File: config.mk
export PLATFORM = sky130hd
export DESIGN_NAME = apb_arbiter
export DESIGN_NICKNAME = d
export VERILOG_FILES = /design/src/rtl/apb_arbiter.sv
export SDC_FILE = /design/constraint.sdc
export NUM_CORES = 1
export LEC_CHECK = 0
export CAP_MARGIN = 30
export CORE_ASPECT_RATIO = 0.75
export CORE_MARGIN = 5
export CORE_UTILIZATION = 23
export DETAILED_ROUTE_END_ITERATION = 12
export PLACE_DENSITY = 0.8
export SYNTH_ARGS = -nofsm -noshare
export SYNTH_HDL_FRONTEND = slang
export SYNTH_SLANG_ARGS = --single-unit
File: constraint.sdc
create_clock -name pclk_i -period 1.6 [get_ports pclk_i]
set_clock_uncertainty 0.1 [all_clocks]
set_input_delay 0.32 -clock pclk_i [delete_from_list [all_inputs] [get_ports pclk_i]]
set_output_delay 0.32 -clock pclk_i [all_outputs]
set_load 0.02 [all_outputs]
File: src/rtl/apb_arbiter.sv
// Two-master to one-slave APB arbiter with round-robin grant and access timeout.
// Each grant is replayed to the slave as a fresh SETUP/ACCESS pair.
module apb_arbiter #(
  parameter int ADDR_W  = 8,
  parameter int DATA_W  = 32,
  parameter int TIMEOUT = 16
) (
  input  logic              pclk_i,
  input  logic              preset_i,

  input  logic              m0_psel_i,
  input  logic              m0_penable_i,
  input  logic              m0_pwrite_i,
  input  logic [ADDR_W-1:0] m0_paddr_i,
  input  logic [DATA_W-1:0] m0_pwdata_i,
  output logic [DATA_W-1:0] m0_prdata_o,
  output logic              m0_pready_o,
  output logic              m0_pslverr_o,

  input  logic              m1_psel_i,
  input  logic              m1_penable_i,
  input  logic              m1_pwrite_i,
  input  logic [ADDR_W-1:0] m1_paddr_i,
  input  logic [DATA_W-1:0] m1_pwdata_i,
  output logic [DATA_W-1:0] m1_prdata_o,
  output logic              m1_pready_o,
  output logic              m1_pslverr_o,

  output logic              s_psel_o,
  output logic              s_penable_o,
  output logic              s_pwrite_o,
  output logic [ADDR_W-1:0] s_paddr_o,
  output logic [DATA_W-1:0] s_pwdata_o,
  input  logic [DATA_W-1:0] s_prdata_i,
  input  logic              s_pready_i,
  input  logic              s_pslverr_i,

  output logic [1:0]        gnt_o,
  output logic              busy_o
);

  localparam int CW = (TIMEOUT > 2) ? $clog2(TIMEOUT) : 1;
  localparam logic [CW-1:0] CNT_LAST = CW'(TIMEOUT - 1);

  localparam logic [1:0] IDLE   = 2'b00;
  localparam logic [1:0] SETUP  = 2'b01;
  localparam logic [1:0] ACCESS = 2'b10;

  logic [1:0]    state;
  logic [1:0]    gnt;
  logic          last_gnt;
  logic [CW-1:0] cnt;

  logic          any_req;
  logic          pick1;
  logic          in_access;
  logic          timeout;
  logic          finish;
  logic          unused_penable;

  // Masters' own penable carries no information for the slave phase.
  assign unused_penable = m0_penable_i ^ m1_penable_i;

  assign any_req = m0_psel_i | m1_psel_i;

  // m1 wins when alone, or on a tie when m0 was served last.
  assign pick1 = m1_psel_i & (~m0_psel_i | ~last_gnt);

  assign in_access = (state == ACCESS);
  assign timeout   = in_access & ~s_pready_i & (cnt == CNT_LAST);
  assign finish    = in_access & (s_pready_i | (cnt == CNT_LAST));

  always_ff @(posedge pclk_i or posedge preset_i) begin
    if (preset_i) begin
      state    <= IDLE;
      gnt      <= 2'b00;
      last_gnt <= 1'b1;
      cnt      <= '0;
    end else begin
      case (state)
        IDLE: begin
          if (any_req) begin
            state    <= SETUP;
            gnt      <= pick1 ? 2'b10 : 2'b01;
            last_gnt <= pick1;
            cnt      <= '0;
          end
        end
        SETUP: begin
          state <= ACCESS;
          cnt   <= '0;
        end
        ACCESS: begin
          if (finish) begin
            state <= IDLE;
            gnt   <= 2'b00;
          end else begin
            cnt <= cnt + 1'b1;
          end
        end
        default: begin
          state <= IDLE;
          gnt   <= 2'b00;
        end
      endcase
    end
  end

  assign busy_o      = (state == SETUP) | in_access;
  assign gnt_o       = gnt;
  assign s_psel_o    = busy_o;
  assign s_penable_o = in_access;

  always_comb begin
    s_pwrite_o = 1'b0;
    s_paddr_o  = '0;
    s_pwdata_o = '0;
    if (busy_o) begin
      if (gnt[1]) begin
        s_pwrite_o = m1_pwrite_i;
        s_paddr_o  = m1_paddr_i;
        s_pwdata_o = m1_pwdata_i;
      end else if (gnt[0]) begin
        s_pwrite_o = m0_pwrite_i;
        s_paddr_o  = m0_paddr_i;
        s_pwdata_o = m0_pwdata_i;
      end
    end
  end

  // Response goes only to the granted master; timeout forces an error.
  always_comb begin
    m0_pready_o  = 1'b0;
    m0_pslverr_o = 1'b0;
    m0_prdata_o  = '0;
    m1_pready_o  = 1'b0;
    m1_pslverr_o = 1'b0;
    m1_prdata_o  = '0;
    if (in_access && gnt[0]) begin
      m0_pready_o  = s_pready_i | timeout;
      m0_pslverr_o = s_pslverr_i | timeout;
      m0_prdata_o  = timeout ? '0 : s_prdata_i;
    end
    if (in_access && gnt[1]) begin
      m1_pready_o  = s_pready_i | timeout;
      m1_pslverr_o = s_pslverr_i | timeout;
      m1_prdata_o  = timeout ? '0 : s_prdata_i;
    end
  end

endmodule

==> results of run 1 <==
[metal layers]
layer	vias up	global-route usage [%]
met5	-	0
met4	0	8.15
met3	33	5.48
met2	144	45.3
met1	1462	26.4
li1	1425	-
[placed cells by master, fill, tap and decap left out, types with 3 or more instances in the layout]
cell type / count
nor2b_4: 42
buf_6: 139
nor2_1: 3
o21ai_0: 3
nand2b_1: 3
o22ai_1: 3
buf_12: 7
nor2_4: 4
dfrtp_1: 7
clkbuf_8: 3
ha_4: 3
buf_16: 4
a22oi_2: 41
buf_4: 36
and2_4: 60
a21oi_1: 3
and2_2: 4
nand2_1: 3
inv_1: 6
buf_8: 9
clkdlybuf4s50_1: 118
[metrics by stage]
| stage | hold slack, ns | TNS, ns | std cells | cell area, sq um |
|---|---|---|---|---|
| 6_report | 0.252 | -46.94 | 638 | 6010 |
| 5_1_grt | 0.277 | -54.47 | 638 | 6010 |
| 4_1_cts | 0.250 | -49.18 | 633 | 5970 |
| 3_5_place_dp | 0.439 | -86.16 | 586 | 5120 |
| 3_3_place_gp | 0.427 | -84.12 | 586 | 5120 |
| 2_1_floorplan | 0.0471 | -10.73 | 240 | 2550 |
[power by group through the flow]
stage          sequential [mW]  clock [mW]  combinational, mW
4_1_cts                  0.371       0.269               8.27
3_3_place_gp             0.384           0               6.09
6_report                 0.374       0.277               8.16
2_1_floorplan            0.399           0               4.04
3_5_place_dp             0.387           0               6.18
5_1_grt                  0.381       0.300               8.54
[logic make-up (layout without fill, tap and decap cells)]
group / count (synthesis) / count (layout) / synth area share, %
compound gates: 62 / 62 / 26.5
fa+ha+maj: 5 / 5 / 3.63
buf+inv: 31 / 328 / 8.21
flops: 9 / 9 / 13.2
mux: 1 / 1 / 0.654
simple gates: 132 / 132 / 47.9
[repair_timing]
action,in CTS,in global routing
resized for setup,722,46
setup endpoints to repair,119,120
gates cloned,8,0
pin swaps,12,18
buffers inserted,41,21
[cells in the mapped netlist]
cell type	n	share of area [%]
clkbuf_1	10	2.2
buf_6	1	0.65
nor3_1	2	0.58
mux2_2	1	0.65
a21oi_1	4	1.2
a22oi_1	41	18
o211ai_1	1	0.44
nor3b_4	1	1.1
ha_1	5	3.6
inv_1	8	1.7
a22o_1	1	0.51
o21ai_0	3	0.87
a21o_1	1	0.44
or3_2	1	0.44
o22ai_1	3	1.1
nand2b_1	3	1.1
and2_1	64	23
nor2_4	2	1.3
nand4b_1	1	0.51
a221oi_1	2	1.0
a31o_2	1	0.51
and4b_2	1	0.65
dfrtp_1	8	12
or4_1	1	0.44
nor2b_1	42	15
a211oi_1	1	0.44
clkbuf_2	6	1.7
dfstp_2	1	1.5
buf_2	5	1.5
nand3_1	3	0.87
nor2_1	6	1.3
buf_4	1	0.44
a31oi_1	1	0.36
nand2_1	5	1.1
a2bb2oi_1	2	1.0
a31oi_2	1	0.73
[cell type report]
cell class | instances | area, sq um | area share [%]
repair buffers | 316 | 3430 | 57.0
flip-flops and latches | 9 | 228 | 3.79
multi-input cells | 200 | 2160 | 35.9
inverters | 8 | 30.0 | 0.499
well taps | 101 | 126 | 2.10
clock buffers | 4 | 45.0 | 0.749
[sequential cells by signal (all words and copies together) (netlist names)]
name	count
cnt	4
last_gnt	1
gnt_o	2
state	2
[path summary, 6_finish.rpt]
check / start / endpoint / slack [ns] / depth (start not counted)
hold / removal: preset_i / cnt[2]$_DFFE_PP0P_ / 0.25 / 2
hold reg to reg: last_gnt$_DFFE_PP1P_ / last_gnt$_DFFE_PP1P_ / 0.45 / 2
setup reg to reg: cnt[0]$_DFFE_PP0P_ / state[1]$_DFFE_PP0P_ / -0.18 / 7
max in group asynchronous: preset_i / last_gnt$_DFFE_PP1P_ / 0.83 / 2
min in group pclk_i: last_gnt$_DFFE_PP1P_ / last_gnt$_DFFE_PP1P_ / 0.45 / 2
setup / recovery: cnt[0]$_DFFE_PP0P_ / m0_prdata_o[8] / -0.52 / 7
==> flow_metrics.env, run 1 <==
export IMPL_status="complete, but fails checks"
export IMPL_violations="negative setup slack"
export IMPL_setup_viol=118
export IMPL_setup_ws_ns=-0.518
export IMPL_arrival_ns=1.70
export IMPL_seq_power_share_pct=4.2
export IMPL_cp_cell_sequence="ha_2 > and4b_2 > nor2_4 > buf_6 > buf_16 > and2_4 > buf_6"
export IMPL_dr_wl_met2_mm=6.40
export IMPL_die_area_sq_mm=0.00933
export IMPL_synth_area_per_cell_sq_um=7.17
export IMPL_start_util_pct=23.5
export IMPL_hold_violations=0
export IMPL_area_delta_synth_final_pct=249
export IMPL_first_global_vias=3321
export IMPL_worstPathRequired_ns=1.18
export IMPL_io_buffer_count=233
export IMPL_clk_latency_ns=0.24
export IMPL_syn_area_sq_mm=0.00172
export IMPL_cp_slowest_cell="dfrtp_1"
export IMPL_vias=3064
export IMPL_intPower_mw=5.24
export IMPL_drt_iter0_drc=69
export IMPL_min_period_ns=2.12
export IMPL_synth_distinct_cells=36
export IMPL_antenna_cells=0
export IMPL_vias_per_cell=4.80
export IMPL_cp_num_buf_inv=3
export IMPL_syn_inst=240
export IMPL_preCtsSetupSlack_ns=-0.972
export IMPL_grt_max_degree=21
export IMPL_grt_pass1_wl_mm=17.9
export IMPL_final_net_count=665
export IMPL_routed_top_layer="met4"
export IMPL_antenna_found_initial=0
export IMPL_worstPathMaxFanout=8
export IMPL_drv_cap=0
export IMPL_drcViolationCount=0
export IMPL_yosysWarnings=0
export IMPL_cp_top_family="simple AND/OR/NAND/NOR gates"
export IMPL_overflow=0
export IMPL_p_comb_share_pct=92.6
export IMPL_swShare_pct=40.6
export IMPL_numCtsBuffers=3
export IMPL_fp_row_count=27
export IMPL_cts_sink_count=9
export IMPL_power_leakage_nw=2.63
export IMPL_power_frac_clock_pct=3.1
export IMPL_total_power_mw=8.82
export IMPL_cts_root_buffer="clkbuf_8"
export IMPL_h_tree_depth=1
export IMPL_period_share_pct=132
export IMPL_final_core_util_pct=82.0
export IMPL_max_freq_mhz=472
export IMPL_wl_met3_um=968
export IMPL_fillers=412
export IMPL_final_layout_size_suffix_gt1_share_pct=69.8
export IMPL_drv_slew=0
export IMPL_holdBufCountCts=0
export IMPL_track_usage_pct=24.2
export IMPL_startpoint_type="flip-flop"
export IMPL_hpwl_mm=8.33
export IMPL_p_switching_mw=3.58
export IMPL_slowest_delay_ns=0.38
export IMPL_core_area_sq_mm=0.00733
export IMPL_cts_reportedPaths_clkPinSlew_ns=0.05
export IMPL_wl_per_cell_um=19.1
export IMPL_die_x_um=110
export IMPL_yosys_register_bits=9
export IMPL_worst_slew_pin_slew_ns=0.385
export IMPL_wl_mm=12.2
export IMPL_die_h_um=84.9
export IMPL_rsz0062_at_grt="true"
export IMPL_io_pins=236
export IMPL_postRouteAntennaNets=0
export IMPL_dr_pass1_iters=5
export IMPL_power_density_mw_per_mm2=1470
export IMPL_syn_nets=367
export IMPL_globalplace_congestion=0.784
export IMPL_yosysSeqAreaShare_pct=13.2
export IMPL_cts_max_path_buffers=2
export IMPL_cp_common_cell="buf_6"
export IMPL_holdCritPathClass="in2async"
export IMPL_relSlewSlack_pct=74.3
export IMPL_cp_end_kind="output port"
export IMPL_wl_met1_mm=4.38
export IMPL_cts_tree="yes"
export IMPL_ir_drop_uv=1080
export IMPL_crit_type="reg2out"
(Power assumes the default switching activity.)
==> run 2, diff against run 1 <==
SKIP_LAST_GASP = 1   (was not set)
==> run 2 against run 1 <==
Against the previous run: first-iteration DRC count increased by 29%; the run still ends with negative setup slack left; largest power group unchanged; critical path type unchanged; critical path depth stayed put; die area stayed put.
==> flow_metrics.env, run 2 (synthesis results as in run 1) <==
export IMPL_antenna_found_initial=0
export IMPL_setup_viol=120
export IMPL_power_leakage_nw=2.69
export IMPL_wl_per_cell_um=20.7
export IMPL_io_buffer_count=233
export IMPL_violations="negative setup slack"
export IMPL_globalplace_congestion=0.784
export IMPL_drcViolationCount=0
export IMPL_clk_latency_ns=0.24
export IMPL_first_global_vias=3323
export IMPL_area_delta_synth_final_pct=258
export IMPL_regMostFlops="cnt"
export IMPL_die_area_sq_mm=0.00933
export IMPL_grt_util_met2_pct=44.8
export IMPL_cts_root_buffer="clkbuf_8"
export IMPL_period_share_pct=136
export IMPL_cts_max_path_buffers=2
export IMPL_numCtsBuffers=3
export IMPL_postRouteAntennaNets=0
export IMPL_die_h_um=84.9
export IMPL_worstPathMaxFanout=8
export IMPL_final_common_cell="buf_6"
export IMPL_io_pins=236
export IMPL_cp_slowest_cell="dfrtp_1"
export IMPL_die_x_um=110
export IMPL_cp_num_buf_inv=3
export IMPL_final_net_count=675
export IMPL_worstPathRequired_ns=1.18
export IMPL_cp_end_kind="output port"
export IMPL_max_freq_mhz=461
export IMPL_relSlewSlack_pct=74.3
export IMPL_dr_pass1_iters=4
export IMPL_final_cell_count_no_fill=648
export IMPL_grt_pass1_wl_mm=18.0
export IMPL_reg2reg_from="cnt[0]$_DFFE_PP0P_"
export IMPL_arrival_ns=1.75
export IMPL_overflow=0
export IMPL_h_tree_depth=1
export IMPL_status="complete, but fails checks"
export IMPL_ir_drop_uv=1180
export IMPL_top_usage_layer="met2"
export IMPL_setup_ws_ns=-0.571
export IMPL_start_util_pct=23.5
export IMPL_rsz0062_at_grt="true"
export IMPL_drt_iter0_drc=89
export IMPL_r2r_end="state[1]$_DFFE_PP0P_"
export IMPL_holdCritPathClass="in2async"
export IMPL_cts_tree="yes"
export IMPL_track_usage_pct=24.4
export IMPL_final_cell_mix="buf_6 (138), clkdlybuf4s50_1 (118), and2_4 (62), buf_4 (43), nor2b_4 (42)"
export IMPL_hpwl_mm=8.33
export IMPL_cp_cell_sequence="ha_2 > and4b_2 > nor2_4 > buf_6 > buf_16 > and2_4 > buf_6"
export IMPL_preCtsSetupSlack_ns=-0.972
export IMPL_slowest_delay_ns=0.39
export IMPL_power_density_mw_per_mm2=1500
export IMPL_dp_cells=586
export IMPL_cp_common_cell="buf_6"
export IMPL_drv_slew=0
export IMPL_worst_slew_pin_slew_ns=0.384
export IMPL_cts_sink_count=9
export IMPL_rr_worst_depth=7
export IMPL_drv_cap=0
export IMPL_fp_row_count=27
export IMPL_fin_tns_setup_ns=-52.98
export IMPL_final_core_util_pct=84.2
export IMPL_largest_reg_flops=4
export IMPL_min_period_ns=2.17
export IMPL_startpoint_type="flip-flop"
export IMPL_cts_reportedPaths_clkPinSlew_ns=0.05
export IMPL_grt_use_met1_pct=27.5
export IMPL_vias=3177
export IMPL_core_area_sq_mm=0.00733
export IMPL_rrSetupSlack_ns=-0.19
export IMPL_wl_mm=13.4
export IMPL_antenna_cells=0
export IMPL_hold_violations=0
export IMPL_grtUsageMet3_pct=5.10
export IMPL_cp_top_family="simple AND/OR/NAND/NOR gates"
export IMPL_crit_type="reg2out"
export IMPL_grt_max_degree=21
export IMPL_final_layout_size_suffix_gt1_share_pct=71.5
export IMPL_vias_per_cell=4.90
export IMPL_total_power_mw=9.27
-- run 2: changes by cell type in the layout (fill, tap and decap cells not counted), moves of 2 or more --
cell       change
nor3_1         -2
buf_4          +7
and2_4         +2
a21oi_1        -2
buf_8          +2
clkbuf_16      +2
a21oi_2        +2
and2_2         -2
-- run 2: worst reg2reg max path, delay by kind of cell, from the launching register on --
kind,cells,cell delay (ns)
multiplexers,1,0.31
adder cells (fa/ha/maj),1,0.20
buffers and inverters,3,0.40
flip-flops,1,0.39
AO/OA/AOI/OAI,2,0.27
-- run 2: worst max path at each step --
stage | cells after the start | from | endpoint | slack, ns
floorplan | 5 | cnt[1]$_DFFE_PP0P_ | m0_prdata_o[10] | -0.13
global placement | 6 | s_pready_i | m1_prdata_o[5] | -0.95
detailed placement | 6 | s_pready_i | m0_prdata_o[2] | -0.97
CTS | 7 | cnt[0]$_DFFE_PP0P_ | m0_prdata_o[31] | -0.55
global route | 7 | cnt[0]$_DFFE_PP0P_ | m0_prdata_o[18] | -0.61
finish | 7 | cnt[0]$_DFFE_PP0P_ | m0_prdata_o[18] | -0.57
-- run 2: layout make-up --
cell class / instances / area [sq um]
Timing Repair Buffer: 326 / 3550
Multi-Input combinational cell: 200 / 2190
Fill cell: 374 / 1160
Sequential cell: 9 / 228
Tap cell: 101 / 126
Clock buffer: 4 / 45.0
Inverter: 8 / 30.0
-- run 2: per-layer routing --
layer  wire length [um]  vias to the layer above
li1                   -                     1452
met1               4890                     1517
met2               7020                      163
met3                914                       45
met4                588                        0
met5                  0                        -
-- run 2: power breakdown --
part / internal, mW / switching (mW)
clock: 0.174 / 0.0992
sequential: 0.310 / 0.0677
combinational: 5.01 / 3.62
total: 5.49 / 3.78
-- run 2: what timing repair did --
item | CTS | global route
hold buffers | 0 | 0
setup endpoints to repair | 119 | 120
resized for setup | 682 | 96
setup buffers | 41 | 30
hold endpoints to repair | 0 | 0
pin swaps | 12 | 23
gates cloned | 8 | 2
-- run 2: metrics by stage --
step	cell area, sq um	hold WS [ns]
floorplan	2550	0.0471
global placement	5120	0.427
detailed placement	5120	0.439
CTS	5820	0.250
global route	6170	0.281
finish	6170	0.256
==> run 3, diff against run 2 <==
CORE_MARGIN = 2   (was 5)
==> run 3 against run 2 <==
Against the previous run: the run still ends with negative setup slack left; hold slack got worse by 0.0058 ns; non-clock buffer count shrank 19; cell count fell by 2.9%; first-iteration DRC count down 12%; sequential power rose by 3%; fmax is 2.2% lower; setup slack lost 0.049 ns; largest power group unchanged.
==> flow_metrics.env, run 3 (synthesis results as in run 1) <==
export IMPL_status="complete, but fails checks"
export IMPL_intPower_mw=4.96
export IMPL_numCtsBuffers=3
export IMPL_hold_violations=0
export IMPL_overflow=0
export IMPL_wl_mm=12.3
export IMPL_final_cell_mix="buf_6 (134), clkdlybuf4s50_1 (119), and2_4 (64), nor2b_4 (42), a22oi_2 (41)"
export IMPL_h_tree_depth=1
export IMPL_postRouteAntennaNets=0
export IMPL_r2r_end="cnt[1]$_DFFE_PP0P_"
export IMPL_clk_latency_ns=0.24
export IMPL_total_power_mw=8.48
export IMPL_preCtsSetupSlack_ns=-0.976
export IMPL_track_usage_pct=23.8
export IMPL_period_share_pct=139
export IMPL_dp_cells=583
export IMPL_vias=3054
export IMPL_rsz0062_at_grt="true"
export IMPL_rrSetupSlack_ns=-0.37
export IMPL_regMostFlops="cnt"
export IMPL_cp_end_kind="output port"
export IMPL_ir_drop_uv=998
export IMPL_setup_viol=120
export IMPL_worstPathMaxFanout=8
export IMPL_slowest_delay_ns=0.38
export IMPL_die_h_um=78.9
export IMPL_start_util_pct=23.6
export IMPL_swShare_pct=41.5
export IMPL_cp_slowest_cell="dfrtp_1"
export IMPL_cts_max_path_buffers=2
export IMPL_startpoint_type="flip-flop"
export IMPL_final_common_cell="buf_6"
export IMPL_power_frac_clock_pct=3.3
export IMPL_antenna_found_initial=0
export IMPL_fp_row_count=27
export IMPL_p_comb_share_pct=92.1
export IMPL_violations="negative setup slack"
export IMPL_vias_per_cell=4.86
export IMPL_drv_cap=0
export IMPL_top_usage_layer="met2"
export IMPL_power_density_mw_per_mm2=1420
export IMPL_antenna_cells=0
export IMPL_drv_slew=0
export IMPL_p_switching_mw=3.52
export IMPL_grt_max_degree=33
export IMPL_grtUsageMet3_pct=4.02
export IMPL_reg2reg_from="cnt[0]$_DFFE_PP0P_"
export IMPL_first_global_vias=2852
export IMPL_worstPathRequired_ns=1.18
export IMPL_final_layout_size_suffix_gt1_share_pct=70.1
export IMPL_max_freq_mhz=450
export IMPL_rr_worst_depth=8
export IMPL_cp_cell_sequence="ha_2 > and4b_2 > nor2_4 > buf_12 > clkbuf_16 > and2_4 > buf_6"
export IMPL_io_pins=236
export IMPL_hpwl_mm=7.85
export IMPL_area_delta_synth_final_pct=247
export IMPL_relSlewSlack_pct=74.8
export IMPL_grt_use_met1_pct=28.3
export IMPL_holdCritPathClass="in2async"
export IMPL_wl_per_cell_um=19.6
export IMPL_largest_reg_flops=4
export IMPL_dr_pass1_iters=4
export IMPL_power_leakage_nw=2.58
export IMPL_die_area_sq_mm=0.00820
export IMPL_final_net_count=656
export IMPL_io_buffer_count=233
export IMPL_crit_type="reg2out"
export IMPL_seq_power_share_pct=4.6
export IMPL_grt_util_met2_pct=45.3
export IMPL_min_period_ns=2.22
export IMPL_die_x_um=104
export IMPL_globalplace_congestion=0.811
export IMPL_holdBufCountCts=0
export IMPL_cts_root_buffer="clkbuf_8"
export IMPL_grt_pass1_wl_mm=15.8
export IMPL_cts_reportedPaths_clkPinSlew_ns=0.05
export IMPL_arrival_ns=1.80
export IMPL_drcViolationCount=0
export IMPL_worst_slew_pin_slew_ns=0.377
export IMPL_final_core_util_pct=82.0
export IMPL_cts_sink_count=9
export IMPL_setup_ws_ns=-0.620
export IMPL_drt_iter0_drc=78
export IMPL_core_area_sq_mm=0.00730
export IMPL_final_cell_count_no_fill=629
export IMPL_fin_tns_setup_ns=-54.67
export IMPL_cts_tree="yes"
[run 3: cell count changes in the layout (fill, tap and decap cells not counted), sizes merged]
cell / before / now
buf: 204 / 181
clkbuf: 6 / 9
clkdlybuf4s15: 1 / 0
clkdlybuf4s50: 118 / 119
clkinv: 0 / 1
[run 3: per-stage QoR]
step | instance area (sq um) | hold WS [ns]
finish | 5980 | 0.250
global route | 5980 | 0.280
CTS | 5570 | 0.246
detailed placement | 5110 | 0.450
global placement | 5110 | 0.421
floorplan | 2550 | 0.0471
[run 3: how the worst max path moves through the flow]
stage / from / to / slack [ns]
final: cnt[0]$_DFFE_PP0P_ / m0_prdata_o[18] / -0.62
after global routing: cnt[0]$_DFFE_PP0P_ / m0_prdata_o[30] / -0.68
after CTS: cnt[1]$_DFFE_PP0P_ / m0_prdata_o[6] / -0.63
after detailed placement: s_pready_i / m0_prdata_o[6] / -0.98
after global placement: s_pready_i / m0_prdata_o[6] / -0.96
after floorplan: cnt[1]$_DFFE_PP0P_ / m0_prdata_o[10] / -0.13
[run 3: routing by layer]
metal / vias to the layer above / part of all wire, %
li1: 1412 / -
met1: 1471 / 40
met2: 138 / 53
met3: 33 / 4.5
met4: 0 / 2.8
met5: - / 0
[run 3: final cells by class]
type	count	area, sq um
multi-input cells	200	2180
fillers	420	1320
repair buffers	307	3370
inverters	8	30.0
clock buffers	3	41.3
well taps	101	126
flip-flops and latches	9	228
clock inverters	1	5.00
[run 3: repair_timing]
item                                    4_1_cts  5_1_grt
endpoints found under the setup margin      119      121
gates cloned                                  4        8
buffers inserted                             18       23
gates resized for setup                     504      244
pin swaps                                     9       18
[run 3: critical path: cells and delay by family (launching register included)]
family        cells  cell delay (ns)
buf+inv           3             0.39
fa+ha+maj         1             0.20
flops             1             0.38
simple gates      3             0.58
[run 3: power by group through the flow]
stage	logic (mW)	registers (mW)	clock network [mW]
2_1_floorplan	4.04	0.399	0
6_report	7.81	0.388	0.278
3_5_place_dp	6.14	0.384	0
5_1_grt	8.12	0.397	0.296
4_1_cts	7.50	0.379	0.279
3_3_place_gp	6.05	0.382	0
